===== config.mk =====
export PLATFORM = sky130hd
export DESIGN_NAME = counter_display_core
export DESIGN_NICKNAME = d
export VERILOG_FILES = /design/src/rtl/counter_display_pkg.sv /design/src/rtl/seg7_scan.sv /design/src/rtl/counter_display_core.sv
export SDC_FILE = /design/constraint.sdc
export NUM_CORES = 1
export LEC_CHECK = 0
export CAP_MARGIN = 0
export CORE_ASPECT_RATIO = 1.75
export CORE_UTILIZATION = 50
export CTS_CLUSTER_DIAMETER = 150
export DETAILED_ROUTE_END_ITERATION = 10
export GPL_ROUTABILITY_DRIVEN = 1
export GPL_TIMING_DRIVEN = 0
export PLACE_DENSITY = 0.68
export SLEW_MARGIN = 40
export SYNTH_ARGS = -nofsm -noshare
export SYNTH_HDL_FRONTEND = slang
export SYNTH_HIERARCHICAL = 1
export SYNTH_SLANG_ARGS = --single-unit

===== constraint.sdc =====
create_clock -name normalclock -period 3.8 [get_ports normalclock]
set_clock_uncertainty 0.2 [all_clocks]
set_input_delay 0.76 -clock normalclock [delete_from_list [all_inputs] [get_ports normalclock]]
set_output_delay 0.76 -clock normalclock [all_outputs]
set_load 0.05 [all_outputs]

===== src/rtl/counter_display_pkg.sv =====
// Shared encodings, glyph table and sizing helper for the counter/display path.
package counter_display_pkg;

   typedef enum logic [1:0] {
      MODE_AUTO  = 2'b00,
      MODE_BTN   = 2'b01,
      MODE_PAUSE = 2'b10
   } mode_e;

   // Active-low segments {g,f,e,d,c,b,a}, indexed by nibble value
   localparam logic [6:0] GLYPH_TABLE [16] = '{
      7'b1000000,   // 0
      7'b1111001,   // 1
      7'b0100100,   // 2
      7'b0110000,   // 3
      7'b0011001,   // 4
      7'b0010010,   // 5
      7'b0000010,   // 6
      7'b1111000,   // 7
      7'b0000000,   // 8
      7'b0010000,   // 9
      7'b0001000,   // A
      7'b0000011,   // b
      7'b1000110,   // C
      7'b0100001,   // d
      7'b0000110,   // E
      7'b0001110    // F
   };

   localparam logic [6:0] SEG_ZERO = 7'b1000000;

   // Counter width for a divide-by-div prescaler; never narrower than one bit
   function automatic int unsigned presc_width(input int unsigned div);
      return (div > 1) ? $clog2(div) : 1;
   endfunction

endpackage


===== src/rtl/seg7_scan.sv =====
// Multiplexed 7-segment scan: prescaled digit index driving registered, mutually
// aligned digit enable and segment pattern.
module seg7_scan
   import counter_display_pkg::*;
#(
   parameter int unsigned CLK_HZ     = 100_000_000,
   parameter int unsigned SCAN_HZ    = 1000,
   parameter int unsigned NUM_DIGITS = 4
) (
   input  logic                    normalclock,
   input  logic                    reset,
   input  logic [4*NUM_DIGITS-1:0] count,
   output logic [NUM_DIGITS-1:0]   digit_select,
   output logic [6:0]              seven
);

   localparam int unsigned SCAN_DIV = CLK_HZ / SCAN_HZ;
   localparam int unsigned SCAN_W   = presc_width(SCAN_DIV);
   localparam logic [SCAN_W-1:0] SCAN_TC = SCAN_W'(SCAN_DIV - 1);
   localparam int unsigned IDX_W    = presc_width(NUM_DIGITS);
   localparam logic [IDX_W-1:0] IDX_LAST = IDX_W'(NUM_DIGITS - 1);

   logic [SCAN_W-1:0]     scan_cnt_q, scan_cnt_d;
   logic [IDX_W-1:0]      idx_q, idx_d;
   logic [NUM_DIGITS-1:0] dsel_q, dsel_d;
   logic [6:0]            seven_q, seven_d;
   logic [3:0]            nibble;

   // Both output registers load from the next index so enable and glyph never disagree
   always_comb begin
      scan_cnt_d = scan_cnt_q + SCAN_W'(1);
      idx_d      = idx_q;
      if (scan_cnt_q == SCAN_TC) begin
         scan_cnt_d = '0;
         idx_d      = (idx_q == IDX_LAST) ? '0 : idx_q + IDX_W'(1);
      end
      nibble  = 4'(count >> {idx_d, 2'b00});
      dsel_d  = ~(NUM_DIGITS'(1) << idx_d);
      seven_d = GLYPH_TABLE[nibble];
   end

   always_ff @(posedge normalclock or posedge reset) begin
      if (reset) begin
         scan_cnt_q <= '0;
         idx_q      <= '0;
         dsel_q     <= ~NUM_DIGITS'(1);
         seven_q    <= SEG_ZERO;
      end else begin
         scan_cnt_q <= scan_cnt_d;
         idx_q      <= idx_d;
         dsel_q     <= dsel_d;
         seven_q    <= seven_d;
      end
   end

   assign digit_select = dsel_q;
   assign seven        = seven_q;

endmodule


===== src/rtl/counter_display_core.sv =====
// N-digit hex/BCD up/down counter with wrap or saturate, auto-tick or button stepping,
// feeding a multiplexed 7-segment scan driver. All slow rates are clock enables.
module counter_display_core
   import counter_display_pkg::*;
#(
   parameter int unsigned CLK_HZ     = 100_000_000,
   parameter int unsigned AUTO_HZ    = 1,
   parameter int unsigned SCAN_HZ    = 1000,
   parameter int unsigned NUM_DIGITS = 4,
   parameter bit          BCD        = 1'b0
) (
   input  logic                    normalclock,
   input  logic                    reset,
   input  logic                    inc_btn,
   input  logic                    dir,
   input  logic [1:0]              mode_select,
   input  logic                    wrap_en,
   output logic [4*NUM_DIGITS-1:0] count,
   output logic                    ovf,
   output logic [NUM_DIGITS-1:0]   digit_select,
   output logic [6:0]              seven
);

   localparam int unsigned CW       = 4 * NUM_DIGITS;
   localparam int unsigned AUTO_DIV = CLK_HZ / AUTO_HZ;
   localparam int unsigned AUTO_W   = presc_width(AUTO_DIV);
   localparam logic [AUTO_W-1:0] AUTO_TC = AUTO_W'(AUTO_DIV - 1);
   localparam logic [3:0] DIGIT_MAX = BCD ? 4'd9 : 4'd15;

   if (NUM_DIGITS < 1 || NUM_DIGITS > 8) begin : g_bad_digits
      $error("counter_display_core: NUM_DIGITS must be in 1..8");
   end
   if (CLK_HZ < AUTO_HZ || CLK_HZ < SCAN_HZ) begin : g_bad_rates
      $error("counter_display_core: CLK_HZ must be >= AUTO_HZ and SCAN_HZ");
   end

   logic [AUTO_W-1:0]   auto_cnt_q, auto_cnt_d;
   logic                auto_tick;
   logic                sync1_q, sync2_q, btn_prev_q, btn_pulse_q, btn_pulse_d;
   logic [CW-1:0]       count_q, count_d, stepped;
   logic                ovf_q, ovf_d, step, limit;
   logic [NUM_DIGITS:0] chain;

   // Prescaler is parked at zero outside auto mode so entry always yields a full period
   assign auto_tick = (mode_select == MODE_AUTO) && (auto_cnt_q == AUTO_TC);

   always_comb begin
      auto_cnt_d = '0;
      if ((mode_select == MODE_AUTO) && !auto_tick)
         auto_cnt_d = auto_cnt_q + AUTO_W'(1);
   end

   assign btn_pulse_d = sync2_q & ~btn_prev_q;

   // Ripple carry/borrow: chain[gi] means every lower digit rolled over
   assign chain[0] = 1'b1;
   for (genvar gi = 0; gi < NUM_DIGITS; gi++) begin : g_digit
      logic [3:0] cur;
      logic       at_top, at_bot;
      assign cur         = count_q[4*gi +: 4];
      assign at_top      = (cur == DIGIT_MAX);
      assign at_bot      = (cur == 4'd0);
      assign chain[gi+1] = chain[gi] & (dir ? at_bot : at_top);
      assign stepped[4*gi +: 4] = !chain[gi] ? cur :
                                  dir ? (at_bot ? DIGIT_MAX : cur - 4'd1)
                                      : (at_top ? 4'd0 : cur + 4'd1);
   end
   assign limit = chain[NUM_DIGITS];

   always_comb begin
      step    = auto_tick || ((mode_select == MODE_BTN) && btn_pulse_q);
      count_d = count_q;
      ovf_d   = 1'b0;
      if (step) begin
         ovf_d = limit;
         if (!limit || wrap_en)
            count_d = stepped;
      end
   end

   always_ff @(posedge normalclock or posedge reset) begin
      if (reset) begin
         auto_cnt_q  <= '0;
         sync1_q     <= 1'b0;
         sync2_q     <= 1'b0;
         btn_prev_q  <= 1'b0;
         btn_pulse_q <= 1'b0;
         count_q     <= '0;
         ovf_q       <= 1'b0;
      end else begin
         auto_cnt_q  <= auto_cnt_d;
         sync1_q     <= inc_btn;
         sync2_q     <= sync1_q;
         btn_prev_q  <= sync2_q;
         btn_pulse_q <= btn_pulse_d;
         count_q     <= count_d;
         ovf_q       <= ovf_d;
      end
   end

   assign count = count_q;
   assign ovf   = ovf_q;

   seg7_scan #(
      .CLK_HZ     (CLK_HZ),
      .SCAN_HZ    (SCAN_HZ),
      .NUM_DIGITS (NUM_DIGITS)
   ) u_scan (
      .normalclock  (normalclock),
      .reset        (reset),
      .count        (count_q),
      .digit_select (digit_select),
      .seven        (seven)
   );

endmodule


Word-level counts from Yosys, hierarchy flattened --
Memories as Yosys holds them, arrays and structs flattened. A register that Yosys moved wholly into a read port is not among the register bits. Index checks and enable logic that the tools add are counted. W data, S select, Z words.
Storage, ports and cells: logic and storage cells 79, bits in registers 71, memories kept 1, bits in read-only memories 112, output and inout port bits 28
Operators by class: add/subtract/negate cells 11, reduce and logical (&&, ||, !) cells 16, bitwise gates (word level) 7, shifts and indexed selects 2, mux-type cells 21, equality and inequality tests 8
Memory list:
- (no name shown) | depth 16, width 7, read ports 1, clocked after Yosys merged registers in 1, wr ports 0, RTL line seg7_scan.sv:39 | seven_d = GLYPH_TABLE[nibble];
Operator list (count):
- $mux W4 | 12
- $add A27 B1 Y27 const B | 1
- $eq A27 B27 Y1 const B | 1
- $mux W27 | 1
- $add A17 B1 Y17 const B | 1
- $eq A17 B17 Y1 const B | 1
- $mux W17 | 1
- $add A4 B1 Y4 const B | 4
- $eq A4 B4 Y1 const B | 4
- $logic_not A4 Y1 | 4
- $shr A16 B4 Y4 | 1
- $sub A4 B1 Y4 const B | 4
- $reduce_and A3 Y1 | 3
- $mux W1 | 5
- $not A4 Y5 | 1
- $and A1 B1 Y1 | 4
- $mux W2 | 2
- $not A4 Y4 | 1
- $shl A1 B2 Y4 const A | 1
- $logic_and A1 B1 Y1 | 3
- $add A2 B1 Y2 const B | 1
- $eq A2 B1 Y1 const B | 1
- $eq A2 B2 Y1 const B | 1
- $logic_not A1 Y1 | 2
- other kinds (4) | 5

Depth between registers and ports, before layout --
Gate-level depths: netlist of run 1.
word-level depth 8, gate-level depth with buffers 13, gate-level depth less buffers 12

Cells and area by module --
Netlist of run 1, hierarchy kept.
Modules (own cells, without submodules):
- counter_display_core | area each 2827.7 µm², seq. area each 1201.2 µm², instances 1, cells each 303
- seg7_scan | area each 1597.8 µm², seq. area each 755.7 µm², instances 1, cells each 137

Worst setup path after synthesis of run 1 --
Ideal clock, no wire load.
path kind flip-flop to flip-flop, start point register u_scan.scan_cnt_q[0], end point register u_scan.seven_q[3] (netlist: u_scan/seven[3]), required time 3.462 ns, arrival 2.845 ns, stages on the path, launching flop included 11, path slack 0.616 ns, setup time 0.138 ns, cell sequence dfrtp_1 > ha_1 > and4_1 > and4_4 > buf_6 > mux2i_4 > mux2i_1 > inv_1 > ha_1 > inv_1 > mux4_2
Between the ends: longest elaborated chain between the ends 4
Ends and longest elaborated chain:
- from (decl) | RTL line seg7_scan.sv:23 | logic [SCAN_W-1:0] scan_cnt_q, scan_cnt_d;
- from (signal assigned) | RTL line seg7_scan.sv:49 | scan_cnt_q <= scan_cnt_d;
- $eq A17 B17 Y1 | RTL line seg7_scan.sv:33 | if (scan_cnt_q == SCAN_TC) begin
- $mux W2 | RTL line seg7_scan.sv:33
- $shr A16 B4 Y4 | RTL line seg7_scan.sv:37 | nibble = 4'(count >> {idx_d, 2'b00});
- $not A4 Y5 (not written as such) | RTL line seg7_scan.sv:39
- to (decl) | RTL line seg7_scan.sv:26 | logic [6:0] seven_q, seven_d;
No other way between the ends. A chain may end at the register's enable or synchronous reset.

Final worst setup path of run 1 --
Same ends and word-level chain as after synthesis.

==> metrics.yaml, run 1 <==
synth_cell_types: 72
h-tree-depth: 3
synth.largest_area_cell: "dfrtp_1"
cts.clk_slew.worst_paths_ns: 0.06
ys_warn_count: 6
maxCapViolations: 0
io_pins: 35
place.detailed.hpwl_um: 6840
rsz0062_at_grt: "false"
syn_area_per_cell_um2: 10.1
whs_path_depth: 0
synth_edf_count: 0
setup_tns_ns: 0
hp-class: "reg2reg"
area_growth_pct: 18.0
dieArea_mm2: 0.00925
clock_latency_ns: 0.33
vias: 3376
dr.pass1.iters: 4
synthCells: 440
post-route-drc-count: 0
critPathRequiredTime_ns: 3.80
r2r_cells: 10
cts_root_buf: "clkbuf_16"
final_cell_area_mm2: 0.00522
wl_um: 9200
tightest_slew_ns: 0.691
report.final.slew_viol_count: 0
cts-root-to-sink-buffers: 2
syn-num-nets: 467
synth_area_leaders: "dfrtp_1 42%, ha_1 5.7%, xnor2_1 4.7%, nor2_1 4.2%, xor2_1 3.8%"
io_buffers: 34
wire_per_inst_um: 15.1
hold_buffers: 0
netlist.area_leader.share_pct: 41.8
fin_crit_ns: 3.47
cts_buffers: 9
core_mm2: 0.00861
gr-total-overflow: 0
drtAntennaViolNets: 0
async_flop_share_pct: 100
relSlewSlack_pct: 53.5
yosys-top-cells-count: "74 x dfrtp_1, 49 x nor2_1, 29 x inv_1"
fin_nets: 513
dpl_cell_area_mm2: 0.00493
finalCritPeriodShare_pct: 91.2
floorplan.initialDensity_pct: 51.4
finalSetupViolations: 0
ir_drop_mv: 0.307
power_density_mw_per_mm2: 499
drive_gt1_share_pct: 11.0
ys.flop_type: "dfrtp_1"
ys_seq_elements: 78
grt_max_degree: 31
cts_tree: "built"
die_w_um: 73.1
fp.dieH_um: 126
drtIter0Drc: 267
synth-seq-area-share_pct: 44.2
antenna_found_initial: 0
core.rowCount: 45
diodes: 0
via_per_inst: 5.55
setup.worst_path.end_class: "flop"
cts_sinks: 78
final-hold-violation-count: 0
place_congestion: 0.852
synth.most_common_cell: "dfrtp_1"
status: "complete, no violations"
crit_fanout: 10
cp-start-kind: "flop"
cp.arrival_ns: 3.47
leakagePower_nw: 2.25
grt_pass1_vias: 3388
grt_pass1_wl_um: 16000
crit_type: "reg2reg"
grtUsageTotal_pct: 22.5
syn-cell-area_mm2: 0.00443
fmax_mhz: 289
-- registers in the layout, summed over array words and instances (netlist names) --
register	cells
sync1_q	1
btn_prev_q	1
btn_pulse_q	1
auto_cnt_q	27
sync2_q	1
u_scan/scan_cnt_q	17
ovf	1
count	16
u_scan/digit_select	4
u_scan/seven	7
u_scan/idx_q	2
-- cell families (layout without fill, tap and decap cells) --
family	after synthesis	count (layout)	synth area share (%)
simple gates	165	165	20.5
flops	78	78	44.2
compound gates	72	72	10.7
xor+xnor	43	43	8.51
buf+inv	43	94	4.98
fa+ha+maj	20	20	5.65
mux	19	19	5.46
-- worst max-delay path: stages, from the launching register on --
cell and delay (ns):
dfrtp_1 0.39, ha_1 0.22, and4_1 0.27, and4_4 0.27, buf_6 0.15, mux2i_4 0.45
mux2i_2 0.43, inv_1 0.16, ha_1 0.31, inv_1 0.05, mux4_2 0.43
-- path summary, 6_finish.rpt --
path / slack [ns] / endpoint / from
worst max-delay path: 0.33 / u_scan/seven[3] / u_scan/scan_cnt_q[0]
worst min-delay path: 0.16 / sync2_q / sync1_q
worst max register to register: 0.33 / u_scan/seven[3] / u_scan/scan_cnt_q[0]
worst min register to register: 0.16 / sync2_q / sync1_q
max in group asynchronous: 2.29 / u_scan/scan_cnt_q[1] / reset
min in group asynchronous: 0.59 / auto_cnt_q[15] / reset
-- cell usage in the layout (no fill, tap or decap), types with 4 or more instances in the layout --
cell type,count
or3_1,4
and3_1,8
nand3_1,22
clkbuf_16,9
nor2b_1,8
xor2_1,19
nor2_1,49
o41ai_1,4
o21ai_0,19
dfstp_2,4
nand2_1,24
nor3_1,7
nor4_1,4
buf_6,5
clkbuf_1,5
nand4_1,12
a21oi_1,17
inv_1,27
mux2i_1,13
ha_1,20
xnor2_1,24
clkdlybuf4s50_1,34
dfrtp_1,74
-- per-layer routing --
| layer | vias to the layer above | wire length (um) | global-route usage [%] |
|---|---|---|---|
| li1 | 1635 | - | - |
| met1 | 1642 | 3630 | 25.3 |
| met2 | 73 | 4950 | 39.4 |
| met3 | 26 | 312 | 4.21 |
| met4 | 0 | 312 | 11.8 |
| met5 | - | 0 | 0 |
-- through the flow --
| step | std cells | hold WS (ns) | util (%) | power (mW) | setup WS (ns) |
|---|---|---|---|---|---|
| global route | 608 | 0.173 | 60.6 | 2.74 | 0.103 |
| floorplan | 440 | 0.131 | - | 1.57 | 0.616 |
| detailed placement | 592 | 0.158 | 57.3 | 1.81 | 0.225 |
| CTS | 608 | 0.170 | 60.5 | 2.62 | 0.218 |
| global placement | 591 | 0.137 | 57.0 | 1.79 | 0.313 |
| finish | 608 | 0.163 | 60.6 | 2.61 | 0.334 |
-- cell type report --
| class | count | area, um2 |
|---|---|---|
| Inverter | 29 | 111 |
| Fill cell | 722 | 3390 |
| Tap cell | 117 | 146 |
| Buffer | 14 | 111 |
| Clock inverter | 3 | 18.8 |
| Multi-Input combinational cell | 319 | 2260 |
| Timing Repair Buffer | 35 | 360 |
| Sequential cell | 78 | 1960 |
| Clock buffer | 13 | 260 |
-- report_power, final --
part	internal (mW)	total, mW	switching [mW]
Combinational	0.315	0.840	0.525
Sequential	0.896	0.971	0.0742
Clock	0.477	0.794	0.318
-- timing repair --
item                                   CTS  global route
setup endpoints to repair                0             1
resized for setup                        0             2
setup buffers                            0             0
endpoints found under the hold margin    0             0
Power figures use the tool's default switching activity.
==> run 2, diff against run 1 <==
--- a/config.mk
+++ b/config.mk
@@ -12,9 +12,8 @@
 export DETAILED_ROUTE_END_ITERATION = 10
 export GPL_ROUTABILITY_DRIVEN = 1
 export GPL_TIMING_DRIVEN = 0
-export PLACE_DENSITY = 0.68
+export PLACE_DENSITY = 0.71
 export SLEW_MARGIN = 40
 export SYNTH_ARGS = -nofsm -noshare
 export SYNTH_HDL_FRONTEND = slang
-export SYNTH_HIERARCHICAL = 1
 export SYNTH_SLANG_ARGS = --single-unit
==> constraint.sdc (replaced) <==
create_clock -name normalclock -period 2.99 [get_ports normalclock]
set_clock_uncertainty 0.2 [all_clocks]
set_input_delay 0.598 -clock normalclock [delete_from_list [all_inputs] [get_ports normalclock]]
set_output_delay 0.598 -clock normalclock [all_outputs]
set_load 0.05 [all_outputs]
==> metrics.yaml, run 2 <==
place.detailed.hpwl_um: 6390
ir_drop_mv: 0.542
post-place-cells: 573
cts_root_buf: "clkbuf_16"
cp.arrival_ns: 3.01
status: "complete, no violations"
finalNonFillerCells: 624
setup.worst_path.end_class: "flop"
clock_latency_ns: 0.34
synth_area_leaders: "dfrtp_1 43%, ha_1 5.9%, xor2_1 5.5%, mux2i_1 5.2%, nor2_1 4.3%"
finalSetupViolations: 0
syn-cell-area_mm2: 0.00427
async_flop_share_pct: 100
diodes: 0
fin_crit_ns: 2.99
netlist.area_leader.share_pct: 43.3
dpl_cell_area_mm2: 0.00479
maxCapViolations: 0
area_growth_pct: 31.9
use_met2_pct: 38.8
multi_input_area_mm2: 0.00237
hp-start: "sync2_q"
final_cell_area_mm2: 0.00564
grtUsageTotal_pct: 21.5
drtIter0Drc: 241
synthCells: 423
place_congestion: 0.808
finalCritPeriodShare_pct: 100
core.rowCount: 44
io_buffers: 34
dieArea_mm2: 0.00894
cts-root-to-sink-buffers: 2
hp-class: "reg2reg"
cts_tree: "built"
synth.most_common_cell: "dfrtp_1"
final_common_cell: "dfrtp_1"
synthAdderAreaFrac_pct: 5.85
h-tree-depth: 3
met3_usage_pct: 4.21
critPathRequiredTime_ns: 3.01
power_mw: 3.61
drtAntennaViolNets: 0
cts.clk_slew.worst_paths_ns: 0.06
regArea_mm2: 0.00197
crit_fanout: 6
muxShareOfSynthArea_pct: 5.94
synth-seq-area-share_pct: 45.8
vias: 3411
via_per_inst: 5.47
drive_gt1_share_pct: 24.0
ys.flop_type: "dfrtp_1"
crit_start: "u_scan.scan_cnt_q[1]"
synth.largest_area_cell: "dfrtp_1"
synth_edf_count: 0
syn_area_per_cell_um2: 10.1
grt_use_met1_pct: 23.5
grt_max_degree: 52
antenna_found_initial: 0
fmax_mhz: 335
rsz0062_at_grt: "true"
r2r_start: "u_scan.scan_cnt_q[1]"
relSlewSlack_pct: 59.5
report.final.slew_viol_count: 0
floorplan.initialDensity_pct: 51.4
wl_um: 9700
tightest_slew_ns: 0.608
crit_type: "reg2reg"
ys_seq_elements: 78
cts_sinks: 78
top_usage_layer: "met2"
fp.dieH_um: 124
mostFrequentLayoutCells: "65 x dfrtp_1, 49 x nor2_1, 33 x clkdlybuf4s50_1"
largest_register_ffs: 27
synth_compound_area_share_pct: 9.48
leakagePower_nw: 2.41
wire_per_inst_um: 15.5
synth_top_family_by_area: "simple AND/OR/NAND/NOR gates"
dr.pass1.iters: 6
ys_warn_count: 0
gr-total-overflow: 0
grt_pass1_wl_um: 15000
power_density_mw_per_mm2: 641
yosys.area_share.simple_pct: 20.4
cp-start-kind: "flop"
syn-num-nets: 450
core_mm2: 0.00831
grt_pass1_vias: 3316
top_register: "auto_cnt_q"
final-hold-violation-count: 0
hold_ws_ns: 0.194
fin_nets: 531
cts_buffers: 9
io_pins: 35
synth_cell_types: 53
synth_xor_area_share_pct: 9.02
yosys-top-cells-count: "74 x dfrtp_1, 49 x nor2_1, 28 x nand2_1"
die_w_um: 71.9
n_fill_cell: 647
post-route-drc-count: 0
fin_util_pct: 67.8
run 2: cell types whose count changed in the layout (fill, tap and decap cells not counted), sizes merged, moves of 5 or more:
cell | before | now
buf | 9 | 44
inv | 29 | 21
mux2i | 17 | 22
nand2b | 2 | 7
nor3 | 8 | 3
o21ai | 22 | 14
xnor2 | 24 | 17
xor2 | 19 | 27
run 2: path summary, 6_finish.rpt:
| kind | slack [ns] | to | cells past startpoint |
|---|---|---|---|
| worst max-delay path | 0.0006 | u_scan.seven[3] | 12 |
| worst min-delay path | 0.19 | btn_prev_q | 0 |
| worst max register to register | 0.0006 | u_scan.seven[3] | 12 |
| worst min register to register | 0.19 | btn_prev_q | 0 |
| max in group asynchronous | 1.61 | u_scan.seven[6] | 3 |
| min in group asynchronous | 0.40 | count[14] | 2 |
run 2: area by class of cell:
cell class / instances / area share, %
inverter: 22 / 1.73
clock inverter: 2 / 0.666
clock buffer: 14 / 5.04
sequential: 78 / 34.9
buffer: 13 / 1.42
timing repair buffer: 71 / 11.6
multi-input combinational: 309 / 42.0
tap: 115 / 2.55
run 2: what timing repair did:
action	in CTS	in global routing
setup endpoints to repair	40	22
pin swaps	5	14
hold buffers	0	0
gates resized for setup	31	45
setup buffers	9	27
run 2: power by group:
part	total (mW)	switching (mW)	internal, mW
clock network	1.15	0.413	0.738
logic	1.24	0.735	0.504
registers	1.22	0.0741	1.15
run 2: worst max-delay path: stages (launching register included):
cell and delay (ns):
dfrtp_1 0.41, ha_4 0.17, and4_4 0.21, and4_4 0.25, mux2i_4 0.31, clkinv_4 0.14
buf_6 0.15, mux2i_1 0.11, mux2_4 0.31, buf_6 0.14, ha_1 0.20, mux2i_1 0.16
mux2i_1 0.10
run 2: stage by stage:
step / setup WS [ns] / setup TNS, ns
after floorplan: 0.00933 / 0
after global routing: -0.0981 / -0.558
after detailed placement: -0.547 / -9.76
final: 0.000595 / 0
after CTS: 0.00159 / 0
after global placement: -1.03 / -85.45
run 2: cell families (layout without fill, tap and decap cells):
kind of cell	Yosys count	in the layout
fa+ha+maj	20	20
mux	25	25
buf+inv	36	122
xor+xnor	44	44
compound gates	60	60
simple gates	160	160
flops	78	78
run 2: per-layer routing:
layer	wire length [um]	share of wire, %
met3	279	2.9
met4	221	2.3
met5	0	0
met2	5440	56
met1	3760	39
